$ cat src/rtl/tile_scheduler_if.sv
// Mux-select encoding shared with the PE array, plus the job/array-control
// bundle that connects the tile scheduler to its controller and the array.
package tile_scheduler_pkg;
  parameter int N = 4;

  typedef enum logic [1:0] {
    MUX_PASSTHROUGH = 2'd0,
    MUX_LOAD        = 2'd1,
    MUX_PROCESS     = 2'd2
  } input_mux_t;
endpackage

interface tile_scheduler_if #(
  parameter int N   = tile_scheduler_pkg::N,
  parameter int M_W = 8,
  parameter int K_W = 4
) ();
  logic                            start_i;
  logic [M_W-1:0]                  m_rows_i;
  logic [K_W-1:0]                  k_tiles_i;
  logic                            ready_i;
  logic                            busy_o;
  logic                            done_o;
  tile_scheduler_pkg::input_mux_t  mux_o [N][N];
  logic                            add_zero_o [N][N];
  logic [N-1:0]                    acc_valid_o;
  logic                            acc_clear_o;
  logic [K_W-1:0]                  tile_idx_o;

  // Master is the job controller side; slave is the scheduler itself.
  modport master (
    output start_i, m_rows_i, k_tiles_i, ready_i,
    input  busy_o, done_o, mux_o, add_zero_o, acc_valid_o, acc_clear_o, tile_idx_o
  );

  modport slave (
    input  start_i, m_rows_i, k_tiles_i, ready_i,
    output busy_o, done_o, mux_o, add_zero_o, acc_valid_o, acc_clear_o, tile_idx_o
  );
endinterface

$ cat src/rtl/tile_scheduler.sv
// Sequences weight-tile load and row streaming through an NxN systolic array,
// one tile at a time, and flags when each column's results reach the bottom.
module tile_scheduler #(
  parameter int N   = tile_scheduler_pkg::N,
  parameter int M_W = 8,
  parameter int K_W = 4
) (
  input  logic              clk_i,
  input  logic              rst_i,
  tile_scheduler_if.slave   bus
);

  // Wide enough to hold M + 2N - 2 for the largest M without wrapping.
  localparam int CNT_W = M_W + $clog2(2 * N);

  typedef enum logic [2:0] {
    S_IDLE,
    S_ARM,
    S_LOAD,
    S_PROC,
    S_DONE
  } state_t;

  state_t          state;
  state_t          next_state;
  logic [CNT_W-1:0] cnt;
  logic [K_W-1:0]  tile_idx;
  logic [M_W-1:0]  m_q;
  logic [K_W-1:0]  k_q;

  logic            load_last;
  logic            proc_last;
  logic            more_tiles;
  logic            job_empty;

  tile_scheduler_pkg::input_mux_t mux [N][N];
  logic            add_zero [N][N];
  logic [N-1:0]    acc_valid;
  logic            busy;
  logic            done;

  assign load_last  = (cnt == CNT_W'(N - 1));
  assign proc_last  = (cnt == CNT_W'(m_q) + CNT_W'(2 * N - 2));
  assign more_tiles = (tile_idx < k_q - K_W'(1));
  assign job_empty  = (bus.m_rows_i == '0) || (bus.k_tiles_i == '0);

  always_ff @(posedge clk_i) begin
    if (rst_i) begin
      state <= S_IDLE;
    end else begin
      state <= next_state;
    end
  end

  always_comb begin
    next_state = state;
    case (state)
      S_IDLE: begin
        if (bus.start_i) begin
          next_state = job_empty ? S_DONE : S_ARM;
        end
      end
      S_ARM: begin
        if (bus.ready_i) begin
          next_state = S_LOAD;
        end
      end
      S_LOAD: begin
        if (load_last) begin
          next_state = S_PROC;
        end
      end
      S_PROC: begin
        if (proc_last) begin
          next_state = more_tiles ? S_ARM : S_DONE;
        end
      end
      S_DONE:  next_state = S_IDLE;
      default: next_state = S_IDLE;
    endcase
  end

  // Phase counter restarts at 0 on every entry to LOAD or PROC.
  always_ff @(posedge clk_i) begin
    if (rst_i) begin
      cnt      <= '0;
      tile_idx <= '0;
      m_q      <= '0;
      k_q      <= '0;
    end else begin
      case (state)
        S_IDLE: begin
          cnt <= '0;
          if (bus.start_i) begin
            m_q      <= bus.m_rows_i;
            k_q      <= bus.k_tiles_i;
            tile_idx <= '0;
          end
        end
        S_LOAD: begin
          cnt <= (next_state == S_LOAD) ? cnt + CNT_W'(1) : '0;
        end
        S_PROC: begin
          cnt <= (next_state == S_PROC) ? cnt + CNT_W'(1) : '0;
          if (next_state == S_ARM) begin
            tile_idx <= tile_idx + K_W'(1);
          end
        end
        default: cnt <= '0;
      endcase
    end
  end

  always_comb begin
    for (int r = 0; r < N; r++) begin
      for (int c = 0; c < N; c++) begin
        mux[r][c]      = tile_scheduler_pkg::MUX_PASSTHROUGH;
        add_zero[r][c] = 1'b0;
      end
    end
    acc_valid = '0;
    busy      = (state != S_IDLE);
    done      = (state == S_DONE);
    case (state)
      S_LOAD: begin
        for (int r = 0; r < N; r++) begin
          for (int c = 0; c < N; c++) begin
            mux[r][c] = load_last ? tile_scheduler_pkg::MUX_LOAD
                                  : tile_scheduler_pkg::MUX_PASSTHROUGH;
          end
        end
      end
      S_PROC: begin
        for (int r = 0; r < N; r++) begin
          for (int c = 0; c < N; c++) begin
            mux[r][c]      = tile_scheduler_pkg::MUX_PROCESS;
            add_zero[r][c] = (r == 0);
          end
        end
        // Column j's first result emerges N+j cycles in and lasts M cycles.
        for (int j = 0; j < N; j++) begin
          acc_valid[j] = (cnt >= CNT_W'(N + j)) &&
                         (cnt <  CNT_W'(N + j) + CNT_W'(m_q));
        end
      end
      default: ;
    endcase
  end

  assign bus.mux_o       = mux;
  assign bus.add_zero_o  = add_zero;
  assign bus.acc_valid_o = acc_valid;
  assign bus.acc_clear_o = (|acc_valid) && (tile_idx == '0);
  assign bus.busy_o      = busy;
  assign bus.done_o      = done;
  assign bus.tile_idx_o  = tile_idx;

endmodule

$ cat src/flat_wrapper.sv
// flat-port wrapper written by rule: the top's interface ports become plain ports
module tile_scheduler_flat 
#(
  parameter int N   = tile_scheduler_pkg::N,
  parameter int M_W = 8,
  parameter int K_W = 4
)
  (clk_i, rst_i, bus_start_i, bus_m_rows_i, bus_k_tiles_i, bus_ready_i, bus_busy_o, bus_done_o, bus_mux_o, bus_add_zero_o, bus_acc_valid_o, bus_acc_clear_o, bus_tile_idx_o);
  tile_scheduler_if #(.N(N), .M_W(M_W), .K_W(K_W)) bus_i ();
  input  logic clk_i;
  input  logic rst_i;
  input wire logic [$bits(bus_i.start_i)-1:0] bus_start_i;
  input wire logic [$bits(bus_i.m_rows_i)-1:0] bus_m_rows_i;
  input wire logic [$bits(bus_i.k_tiles_i)-1:0] bus_k_tiles_i;
  input wire logic [$bits(bus_i.ready_i)-1:0] bus_ready_i;
  output wire logic [$bits(bus_i.busy_o)-1:0] bus_busy_o;
  output wire logic [$bits(bus_i.done_o)-1:0] bus_done_o;
  output wire logic [$bits(bus_i.mux_o)-1:0] bus_mux_o;
  output wire logic [$bits(bus_i.add_zero_o)-1:0] bus_add_zero_o;
  output wire logic [$bits(bus_i.acc_valid_o)-1:0] bus_acc_valid_o;
  output wire logic [$bits(bus_i.acc_clear_o)-1:0] bus_acc_clear_o;
  output wire logic [$bits(bus_i.tile_idx_o)-1:0] bus_tile_idx_o;
  assign bus_i.start_i = bus_start_i;
  assign bus_i.m_rows_i = bus_m_rows_i;
  assign bus_i.k_tiles_i = bus_k_tiles_i;
  assign bus_i.ready_i = bus_ready_i;
  assign bus_busy_o = bus_i.busy_o;
  assign bus_done_o = bus_i.done_o;
  assign bus_mux_o = {>>{bus_i.mux_o}};
  assign bus_add_zero_o = {>>{bus_i.add_zero_o}};
  assign bus_acc_valid_o = bus_i.acc_valid_o;
  assign bus_acc_clear_o = bus_i.acc_clear_o;
  assign bus_tile_idx_o = bus_i.tile_idx_o;
  tile_scheduler #(.N(N), .M_W(M_W), .K_W(K_W)) u_core (.clk_i(clk_i), .rst_i(rst_i), .bus(bus_i));
endmodule
$ cat config.mk
export PLATFORM = sky130hd
export DESIGN_NAME = tile_scheduler_flat
export DESIGN_NICKNAME = d
export VERILOG_FILES = /design/src/rtl/tile_scheduler_if.sv /design/src/rtl/tile_scheduler.sv /design/src/flat_wrapper.sv
export SDC_FILE = /design/constraint.sdc
export NUM_CORES = 1
export LEC_CHECK = 0
export ABC_AREA = 1
export BUFFER_PORTS_ARGS = -buffer_cell sky130_fd_sc_hd__buf_4
export CORE_UTILIZATION = 60
export CTS_CLUSTER_SIZE = 28
export DETAILED_ROUTE_END_ITERATION = 7
export GPL_TIMING_DRIVEN = 0
export PLACE_DENSITY_LB_ADDON = 0.2
export SETUP_SLACK_MARGIN = 0.3
export SLEW_MARGIN = 20
export SYNTH_ARGS = -nofsm -noshare
export SYNTH_HDL_FRONTEND = slang
export SYNTH_SLANG_ARGS = --single-unit
$ cat constraint.sdc
create_clock -name clk_i -period 6.6 [get_ports clk_i]
set_input_delay 0.33 -clock clk_i [delete_from_list [all_inputs] [get_ports clk_i]]
set_output_delay 0.33 -clock clk_i [all_outputs]
set_load 0.02 [all_outputs]
==> summary.txt, run 1 <==
======================================================================================================
Vertical die dimension ..................................................................      75.6 um
Kind of start point of the critical path ................................................    flip-flop
Power density over cell area ............................................................   141 nW/um2
Antenna violation net count after detailed routing ......................................            0
Clock transition at the register clock pins on the worst setup and hold paths after CTS .        70 ps
Horizontal die dimension ................................................................      75.6 um
Layout net count ........................................................................          618
Crit path buffers/inverters .............................................................            4
Wire length of the first global-routing pass ............................................     11600 um
Commonest register cell after synthesis .................................................      dfxtp_1
Via count of the first global-routing pass ..............................................         2679
Most common cell after layout, fill and taps aside ......................................        buf_4
Sequence of cells on the critical path .................................................. inv_1, ha_1, inv_1, o21ai_0, nand2_1, xor2_1, ha_1, nand2_1, inv_1, nand2_1, nand2_1, a21oi_1, nand4_1, nand2_1, nor2_1, nor2_1, buf_4
Slowest cell on the critical path .......................................................      dfxtp_1
Max FO, Critical Path ...................................................................            7
Latest clock arrival within the worst-skew pair .........................................       290 ps
Async SR Flop Fraction ..................................................................            0
Layout cell share with drive strength beyond 1 ..........................................        0.266
Part of the cycle the worst path needs ..................................................        0.522
Post-synthesis instance total ...........................................................          472
Category of the critical setup timing path .............................................. flip-flop to primary output
Sequential group share of total power ...................................................        0.372
Number of levels in the clock H-tree ....................................................            2
Internal Power ..........................................................................     0.354 mW
Final hold violation count ..............................................................            0
DRC violations left .....................................................................            0
Critical Path Max Stage Delay ...........................................................       390 ps
Number of max-slew violations in the final report .......................................            0
Number of diodes added for antenna fixing ...............................................            0
Starting DRC count in detailed routing ..................................................          104
VDD IR max ..............................................................................   0.000104 V
Highest achievable clock rate ...........................................................      290 MHz
Length of routed wiring on met1 .........................................................      3370 um
Sequential share of the synthesized area ................................................        0.185
Number of flip-flops and latches in the synthesized netlist .............................           30
Unique masters post-synth ...............................................................           31
Cell Count Post-Placement ...............................................................          615
Cts hold-fix bufs .......................................................................            0
Crit-path leading delay family .......................................................... simple AND/OR/NAND/NOR gates
Average cell area after synthesis .......................................................     6.89 um2
Count of flip-flops with a built-in enable after synthesis ..............................            0
Yosys warning count .....................................................................            0
Final standard cell count with taps included and fillers excluded .......................          623
Vias per cell ...........................................................................         5.00
Total vias in the final route ...........................................................         3117
TritonCTS clock tree ....................................................................         done
Average wire per standard cell ..........................................................      12.0 um
Top routing layer in use ................................................................         met4
Required time reported for the critical path endpoint ...................................      6270 ps
Total clock buffers created by CTS ......................................................            5
Cell seen most often among critical-path stages .........................................      nand2_1
Leakage .................................................................................      2.15 nW
Clock tree skew after final layout ......................................................      11.9 ps
Area growth from synthesis to layout ....................................................        21.2%
Overall Power ...........................................................................     0.558 mW
Combinational cell fraction of total power ..............................................        0.343
Worst hold path type .................................................................... input port to flip-flop
PortBufs ................................................................................           62
Number of cells upsized or downsized after cts ..........................................            0
Fin Setup TNS ...........................................................................         0 ps
HPWL Detailed ...........................................................................      6070 um
Overflow after GRT ......................................................................            0
Final WL ................................................................................      7480 um
Global-route usage over all layers ......................................................        0.268
Max Cap Violations ......................................................................            0
Largest net degree at the start of global routing .......................................           30
Run status .............................................................................. finished, final reports clean
Max Root-Sink Buffers ...................................................................            2
CP endpoint kind ........................................................................ primary output
RSZ-0062 raised after global routing ....................................................        false
Final hold slack ........................................................................       214 ps
Die area ................................................................................     5720 um2
Number of buffers inserted by post-CTS setup repair .....................................            0
Clock power share .......................................................................        0.284
Initial core utilization ................................................................        0.629
I/O Pins ................................................................................           75
Minimum clock period ....................................................................      3450 ps
Root buffer cell ........................................................................     clkbuf_8
Final weighted congestion in routability-driven placement ...............................        0.922
Met2 Routed Length ......................................................................      3670 um
Initial antenna violation count .........................................................            0
Commonest cells after routing, fill and taps aside ...................................... buf_4, nand2_1, inv_1
P_sw ....................................................................................     0.203 mW
Met3 routed WL ..........................................................................       308 um
Area of the core ........................................................................     5170 um2
Number of standard-cell rows in the floorplan ...........................................           26
Final number of setup-violating endpoints ...............................................            0
Arrival time at the worst endpoint ......................................................      3120 ps
Switch share ............................................................................        0.365
Synth Cell Area .........................................................................     3250 um2
Drt first pass iters ....................................................................            4
Number of sinks driven by the clock tree ................................................           30
======================================================================================================
==> cell families after synthesis <==
family / count (synthesis) / synth area share
XOR/XNOR: 29 / 0.0781
other: 1 / 0.00115
flip-flops: 30 / 0.185
AND/OR/NAND/NOR: 196 / 0.270
adder cells (fa/ha/maj): 50 / 0.192
buffers and inverters: 109 / 0.182
AO/OA/AOI/OAI: 57 / 0.0919
==> per-layer routing <==
metal	up-vias	global-route usage
met3	16	0.0423
met4	0	0.0864
met5	-	0
met2	83	0.470
li1	1611	-
met1	1407	0.335
==> flip-flops by register name, indices dropped and copies added, names as in the netlist <==
signal	count
u_core.m_q	8
u_core.state	3
u_core.cnt	11
u_core.k_q	4
u_core.bus.tile_idx_o	4
==> power by group through the flow <==
stage                     registers (mW)  logic [mW]  clock network [mW]
final                              0.208       0.191               0.159
after floorplan                    0.211       0.136                   0
after global placement             0.211       0.180                   0
after detailed placement           0.211       0.189                   0
after global routing               0.209       0.215               0.166
after CTS                          0.207       0.190               0.158
==> cell usage after synthesis, types with 5 or more instances <==
library cell,instances,area share
nand3_1,15,0.023
nor2_2,13,0.025
a21oi_1,30,0.046
inv_1,54,0.062
ha_1,50,0.19
buf_4,47,0.11
nor3_1,6,0.0092
nand2_2,5,0.0096
nor2_1,46,0.053
nand2_1,93,0.11
o21ai_0,21,0.032
xor2_1,26,0.070
dfxtp_1,30,0.18
nand4_1,8,0.015
==> area by class of cell <==
| cell class | count | area [um2] |
|---|---|---|
| plain buffers | 52 | 379 |
| clock buffers | 6 | 82.6 |
| clock inverters | 2 | 12.5 |
| fillers | 426 | 1230 |
| inverters | 57 | 214 |
| multi-input cells | 344 | 2100 |
| flip-flops and latches | 30 | 601 |
| well taps | 70 | 87.6 |
| repair buffers | 62 | 465 |
==> through the flow <==
step | util | cell area (um2) | setup slack (ps)
2_1_floorplan | - | 3290 | 3910
3_3_place_gp | 0.744 | 3850 | 3590
3_5_place_dp | 0.744 | 3850 | 3520
4_1_cts | 0.762 | 3940 | 3210
5_1_grt | 0.762 | 3940 | 2870
6_report | 0.762 | 3940 | 3150
==> final timing paths <==
path	start	endpoint	slack [ps]	depth (start not counted)
worst max-delay path	u_core.m_q[2]	bus_acc_clear_o	3150	17
worst min-delay path	rst_i	u_core.state[1]	210	2
worst max register to register	u_core.m_q[2]	u_core.bus.tile_idx_o[0]	3640	18
worst min register to register	u_core.k_q[3]	u_core.k_q[3]	480	2
No activity file was read; power rests on OpenSTA's default activity.
==> run 2: changes to the inputs <==
--- a/config.mk
+++ b/config.mk
@@ -7,7 +7,7 @@
 export LEC_CHECK = 0
 export ABC_AREA = 1
 export BUFFER_PORTS_ARGS = -buffer_cell sky130_fd_sc_hd__buf_4
-export CORE_UTILIZATION = 60
+export CORE_UTILIZATION = 50
 export CTS_CLUSTER_SIZE = 28
 export DETAILED_ROUTE_END_ITERATION = 7
 export GPL_TIMING_DRIVEN = 0
==> constraint.sdc (replaced) <==
create_clock -name clk_i -period 3.1 [get_ports clk_i]
set_input_delay 0.155 -clock clk_i [delete_from_list [all_inputs] [get_ports clk_i]]
set_output_delay 0.155 -clock clk_i [all_outputs]
set_load 0.02 [all_outputs]
==> summary.txt, run 2 (synthesized netlist as in run 1, its figures left out) <==
======================================================================================================
Run status .............................................................................. finished, final reports clean   unchanged
Clock transition at the register clock pins on the worst setup and hold paths after CTS .        80 ps   was 70 ps
Clock tree skew after final layout ......................................................      4.44 ps   was 11.9 ps
Area growth from synthesis to layout ....................................................        32.5%   was 21.2%
Power density over cell area ............................................................   313 nW/um2   was 141 nW/um2
VDD IR max ..............................................................................   0.000236 V   was 0.000104 V
Most common cell after layout, fill and taps aside ......................................        buf_4   unchanged
Antenna violation net count after detailed routing ......................................            0   unchanged
Average wire per standard cell ..........................................................      12.8 um   was 12.0 um
Die area ................................................................................     6830 um2   was 5720 um2
Drt first pass iters ....................................................................            4   unchanged
Crit path buffers/inverters .............................................................            4   unchanged
Initial core utilization ................................................................        0.515   was 0.629
Leakage .................................................................................      2.28 nW   was 2.15 nW
Cell seen most often among critical-path stages .........................................      nand2_1   unchanged
Final standard cell area without fillers ................................................     4310 um2   was 3940 um2
Number of sinks driven by the clock tree ................................................           30   unchanged
Category of the critical setup timing path .............................................. flip-flop to primary output   unchanged
Number of levels in the clock H-tree ....................................................            2   unchanged
Arrival time at the worst endpoint ......................................................      2720 ps   was 3120 ps
Largest regs ............................................................................ u_core.cnt x11, u_core.m_q x8   unchanged
Horizontal die dimension ................................................................      82.7 um   was 75.6 um
Final weighted congestion in routability-driven placement ...............................        0.869   was 0.922
Largest net degree at the start of global routing .......................................           30   unchanged
Vertical die dimension ..................................................................      82.7 um   was 75.6 um
DRC violations left .....................................................................            0   unchanged
Cts hold-fix bufs .......................................................................            0   unchanged
Total vias in the final route ...........................................................         3228   was 3117
Final standard cell count with taps included and fillers excluded .......................          645   was 623
Crit-path leading delay family .......................................................... simple AND/OR/NAND/NOR gates   unchanged
Largest Register ........................................................................   u_core.cnt   unchanged
Fill count ..............................................................................          523   was 426
Final hold violation count ..............................................................            0   unchanged
CP endpoint kind ........................................................................ primary output   unchanged
Max Root-Sink Buffers ...................................................................            2   unchanged
Number of max-slew violations in the final report .......................................            0   unchanged
TritonCTS clock tree ....................................................................         done   unchanged
Fin Setup TNS ...........................................................................         0 ps   unchanged
Initial antenna violation count .........................................................            0   unchanged
Commonest cells after routing, fill and taps aside ...................................... buf_4, nand2_1, inv_1   unchanged
Overflow after GRT ......................................................................            0   unchanged
Global-route usage over all layers ......................................................        0.236   was 0.268
Layout cell share with drive strength beyond 1 ..........................................        0.359   was 0.266
Vias per cell ...........................................................................         5.00   about the same
Minimum clock period ....................................................................      2880 ps
Total clock buffers created by CTS ......................................................            5   unchanged
Final WL ................................................................................      8260 um   was 7480 um
Flip-flop count of the largest register after layout ....................................           11   unchanged
Number of diodes added for antenna fixing ...............................................            0   unchanged
Slowest cell on the critical path .......................................................      dfxtp_4   was dfxtp_1
Kind of start point of the critical path ................................................    flip-flop   unchanged
RSZ-0062 raised after global routing ....................................................         true   was false
Number of standard-cell rows in the floorplan ...........................................           29   was 26
Highest achievable clock rate ...........................................................      348 MHz
Via count of the first global-routing pass ..............................................         2857   was 2679
Max Cap Violations ......................................................................            0   unchanged
Part of the cycle the worst path needs ..................................................        0.928
Latest clock arrival within the worst-skew pair .........................................       290 ps   about the same
Cell Count Post-Placement ...............................................................          622   was 615
Sequence of cells on the critical path .................................................. inv_6, ha_4, inv_4, o21ai_4, nand2_1, xor2_1, ha_1, nand2_2, inv_1, nand2_1, nand2_1, a21oi_2, nand4_1, nand2_1, nor2_2, nor2_1, buf_4   was inv_1, ha_1, inv_1, o21ai_0, nand2_1, xor2_1, ha_1, nand2_1, inv_1, nand2_1, nand2_1, a21oi_1, nand4_1, nand2_1, nor2_1, nor2_1, buf_4
Starting DRC count in detailed routing ..................................................          133   was 104
I/O Pins ................................................................................           75   unchanged
Critical Path Max Stage Delay ...........................................................       370 ps   was 390 ps
Wire length of the first global-routing pass ............................................     12400 um   was 11600 um
Final number of setup-violating endpoints ...............................................            0   unchanged
Placed cell area ........................................................................     3860 um2   was 3850 um2
Layout net count ........................................................................          633   was 618
PortBufs ................................................................................           62   unchanged
Overall Power ...........................................................................      1.35 mW   was 0.558 mW
Area used by sequential logic in the layout .............................................      618 um2   was 601 um2
Worst hold path type .................................................................... input port to flip-flop   unchanged
Root buffer cell ........................................................................     clkbuf_8   unchanged
Area of the core ........................................................................     6310 um2   was 5170 um2
Required time reported for the critical path endpoint ...................................      2940 ps   was 6270 ps
Max FO, Critical Path ...................................................................            7   unchanged
HPWL Detailed ...........................................................................      6180 um   was 6070 um
Area of the multi-input gates ...........................................................     2280 um2   was 2100 um2
======================================================================================================
[run 2: final timing paths]
kind	start	end	slack [ps]	cells after the start
setup / recovery	u_core.m_q[2]	bus_acc_clear_o	220	17
setup reg to reg	u_core.m_q[2]	u_core.bus.tile_idx_o[2]	390	19
hold / removal	rst_i	u_core.state[2]	40	2
hold reg to reg	u_core.k_q[3]	u_core.k_q[3]	470	2
[run 2: final cells by class]
cell class	count	area share
inverter	57	0.0540
clock buffer	5	0.0160
multi-input combinational	344	0.529
sequential	30	0.143
buffer	52	0.0897
clock inverter	3	0.0104
timing repair buffer	77	0.135
tap	77	0.0223
[run 2: per-stage QoR]
stage               worst slack [ps]  hold slack [ps]   util
floorplan                        581              224      -
global placement                 223              346  0.611
detailed placement               206              352  0.611
CTS                              308             42.1  0.638
global route                    96.6             42.7  0.683
finish                           223             42.7  0.683
[run 2: metal layers]
metal	up-vias	GRT usage	wire length (um)
met3	22	0.0418	419
met2	90	0.425	4150
met5	-	0	0
met4	0	0.0586	201
met1	1477	0.286	3480
li1	1639	-	-
[run 2: what timing repair did]
item | 4_1_cts | 5_1_grt
pin swaps | 3 | 27
gates resized for setup | 20 | 50
endpoints found under the setup margin | 18 | 4
setup buffers | 2 | 13
[run 2: power breakdown]
| group | switching [mW] | internal [mW] |
|---|---|---|
| clock | 0.177 | 0.239 |
| combinational | 0.277 | 0.206 |
| sequential | 0.0373 | 0.413 |
| total | 0.491 | 0.858 |
[run 2: worst reg2reg max path, stage by stage (launching register included)]
cell and delay (ps):
dfxtp_4 370, inv_6 90, ha_4 160, inv_4 50, o21ai_4 170, nand2_1 120
xor2_1 170, ha_1 330, nand2_2 90, buf_4 140, nor2_1 120, nand3_1 140
nand2_1 120, nand2_1 60, nor2_1 100, nand2_1 70, nand2_2 140, nand2_1 70
nand2_1 60, nor2_1 40
==> run 3: changes to the inputs <==
--- a/config.mk
+++ b/config.mk
@@ -7,7 +7,7 @@
 export LEC_CHECK = 0
 export ABC_AREA = 1
 export BUFFER_PORTS_ARGS = -buffer_cell sky130_fd_sc_hd__buf_4
-export CORE_UTILIZATION = 50
+export CORE_UTILIZATION = 55
 export CTS_CLUSTER_SIZE = 28
 export DETAILED_ROUTE_END_ITERATION = 7
 export GPL_TIMING_DRIVEN = 0
==> constraint.sdc (replaced) <==
create_clock -name clk_i -period 3.25 [get_ports clk_i]
set_input_delay 0.1625 -clock clk_i [delete_from_list [all_inputs] [get_ports clk_i]]
set_output_delay 0.1625 -clock clk_i [all_outputs]
set_load 0.02 [all_outputs]
==> summary.txt, run 3 (synthesized netlist as in run 1, its figures left out) <==
======================================================================================================
Worst flop-to-flop path startpoint ...................................................... u_core.m_q[2]   unchanged
Area of the core ........................................................................     5610 um2   was 6310 um2
Number of sinks driven by the clock tree ................................................           30   unchanged
Cell Count Post-Placement ...............................................................          617   was 622
Total vias in the final route ...........................................................         3126   was 3228
Most common cell after layout, fill and taps aside ......................................        buf_4   unchanged
Largest net degree at the start of global routing .......................................           30   unchanged
Wire length of the first global-routing pass ............................................     12400 um   about the same
Beginning of the worst hold path ........................................................        rst_i   unchanged
Cts hold-fix bufs .......................................................................            0   unchanged
Number of standard-cell rows in the floorplan ...........................................           27   was 29
Initial antenna violation count .........................................................            0   unchanged
PortBufs ................................................................................           62   unchanged
Clock transition at the register clock pins on the worst setup and hold paths after CTS .        70 ps   was 80 ps
Latest clock arrival within the worst-skew pair .........................................       290 ps   about the same
Part of the cycle the worst path needs ..................................................        0.878
Final standard cell count with taps included and fillers excluded .......................          630   was 645
Arrival time at the worst endpoint ......................................................      2690 ps   was 2720 ps
CP endpoint kind ........................................................................ primary output   unchanged
Layout cell share with drive strength beyond 1 ..........................................        0.323   was 0.359
Worst hold path type .................................................................... input port to flip-flop   unchanged
Power density over cell area ............................................................   318 nW/um2   was 313 nW/um2
Length in cells of the worst reg-to-reg path ............................................           19   unchanged
TritonCTS clock tree ....................................................................         done   unchanged
Critical Path Max Stage Delay ...........................................................       430 ps   was 370 ps
Drt first pass iters ....................................................................            4   unchanged
Max Cap Violations ......................................................................            0   unchanged
Die area ................................................................................     6230 um2   was 6830 um2
Largest Register ........................................................................   u_core.cnt   unchanged
Worst Hold End .......................................................................... u_core.state[2]   unchanged
Hold Path Depth .........................................................................            2   unchanged
Reg-to-reg endpoint ..................................................................... u_core.cnt[9]   was u_core.bus.tile_idx_o[2]
Number of max-slew violations in the final report .......................................            0   unchanged
Commonest cells after routing, fill and taps aside ...................................... buf_4, nand2_1, inv_1   unchanged
Category of the critical setup timing path .............................................. flip-flop to primary output   unchanged
Number of diodes added for antenna fixing ...............................................            0   unchanged
Total clock buffers created by CTS ......................................................            5   unchanged
Clock tree skew after final layout ......................................................      7.79 ps   was 4.44 ps
Leakage .................................................................................      2.23 nW   was 2.28 nW
Vias per cell ...........................................................................         4.96   was 5.00
VDD IR max ..............................................................................   0.000292 V   was 0.000236 V
Average wire per standard cell ..........................................................      12.4 um   was 12.8 um
Cell seen most often among critical-path stages .........................................      nand2_1   unchanged
Initial core utilization ................................................................        0.580   was 0.515
Final WL ................................................................................      7830 um   was 8260 um
Fin Setup TNS ...........................................................................         0 ps   unchanged
Number of levels in the clock H-tree ....................................................            2   unchanged
Final weighted congestion in routability-driven placement ...............................        0.900   was 0.869
I/O Pins ................................................................................           75   unchanged
Required time reported for the critical path endpoint ...................................      3090 ps   was 2940 ps
Layout net count ........................................................................          623   was 633
Overflow after GRT ......................................................................            0   unchanged
Kind of start point of the critical path ................................................    flip-flop   unchanged
Final hold violation count ..............................................................            0   unchanged
Final number of setup-violating endpoints ...............................................            0   unchanged
Run status .............................................................................. finished, final reports clean   unchanged
Via count of the first global-routing pass ..............................................         2778   was 2857
Max FO, Critical Path ...................................................................            5   was 7
Horizontal die dimension ................................................................      78.9 um   was 82.7 um
Flip-flop count of the largest register after layout ....................................           11   unchanged
Max Root-Sink Buffers ...................................................................            2   unchanged
Sequence of cells on the critical path .................................................. ha_4, inv_1, nand2_1, nand2_1, xor2_1, ha_1, a21o_1, o21ai_1, nand2_1, nor2_1, nand3_1, nand2_1, nor2_4, nor2_1, buf_4   was inv_6, ha_4, inv_4, o21ai_4, nand2_1, xor2_1, ha_1, nand2_2, inv_1, nand2_1, nand2_1, a21oi_2, nand4_1, nand2_1, nor2_2, nor2_1, buf_4
Vertical die dimension ..................................................................      78.9 um   was 82.7 um
Area growth from synthesis to layout ....................................................        27.6%   was 32.5%
DRC violations left .....................................................................            0   unchanged
RSZ-0062 raised after global routing ....................................................        false   was true
Starting DRC count in detailed routing ..................................................          161   was 133
Global-route usage over all layers ......................................................        0.253   was 0.236
Minimum clock period ....................................................................      2850 ps
Slowest cell on the critical path .......................................................      dfxtp_2   was dfxtp_4
R2R Setup Slk ...........................................................................       710 ps   was 390 ps
Root buffer cell ........................................................................     clkbuf_8   unchanged
Highest achievable clock rate ...........................................................      350 MHz
HPWL Detailed ...........................................................................      6040 um   was 6180 um
Largest regs ............................................................................ u_core.cnt x11, u_core.m_q x8   unchanged
Antenna violation net count after detailed routing ......................................            0   unchanged
======================================================================================================
==> run 3: metal layers <==
| layer | vias to the layer above | wire length (um) | global-route usage |
|---|---|---|---|
| li1 | 1625 | - | - |
| met1 | 1394 | 3370 | 0.302 |
| met2 | 84 | 3870 | 0.451 |
| met3 | 23 | 388 | 0.0494 |
| met4 | 0 | 206 | 0.0836 |
| met5 | - | 0 | 0 |
==> run 3: how the worst max path moves through the flow <==
stage	slack (ps)	to	startpoint
6_report	400	bus_acc_clear_o	u_core.m_q[3]
5_1_grt	250	bus_acc_clear_o	u_core.m_q[0]
4_1_cts	300	bus_acc_clear_o	u_core.m_q[3]
3_5_place_dp	320	bus_acc_clear_o	u_core.m_q[2]
3_3_place_gp	380	bus_acc_clear_o	u_core.m_q[2]
2_1_floorplan	720	bus_acc_clear_o	u_core.m_q[2]
==> run 3: worst max-delay path, delay by kind of cell (launching register included) <==
family,cells,cell delay [ps]
simple gates,8,780
compound gates,2,330
xor+xnor,1,140
buf+inv,2,250
fa+ha+maj,2,470
flops,1,430
==> run 3: cell type report <==
cell class	instances	area, um2
multi-input combinational	344	2200
fill	452	1460
clock buffer	6	82.6
timing repair buffer	67	503
buffer	52	380
sequential	30	609
clock inverter	2	60.1
inverter	57	221
tap	72	90.1
==> run 3: report_power, final <==
group	total, mW	leakage (nW)	internal (mW)	switching, mW
Combinational	0.415	1.91	0.172	0.243
Sequential	0.428	0.247	0.394	0.0340
Clock	0.478	0.0714	0.327	0.151
==> run 3: metrics by stage <==
stage	utilization	total power [mW]	setup slack (ps)	area, um2	hold slack (ps)
6_report	0.740	1.32	396	4150	42.9
5_1_grt	0.740	1.40	249	4150	33.3
4_1_cts	0.715	1.29	305	4010	42.0
3_5_place_dp	0.687	0.811	320	3850	354
3_3_place_gp	0.687	0.797	377	3850	351
2_1_floorplan	-	0.706	724	3290	232
==> run 3: what timing repair did <==
action                                  CTS  global route
endpoints found under the setup margin    3             2
buffers inserted                          0             5
resized for setup                        10            31
pin swaps                                 0            11
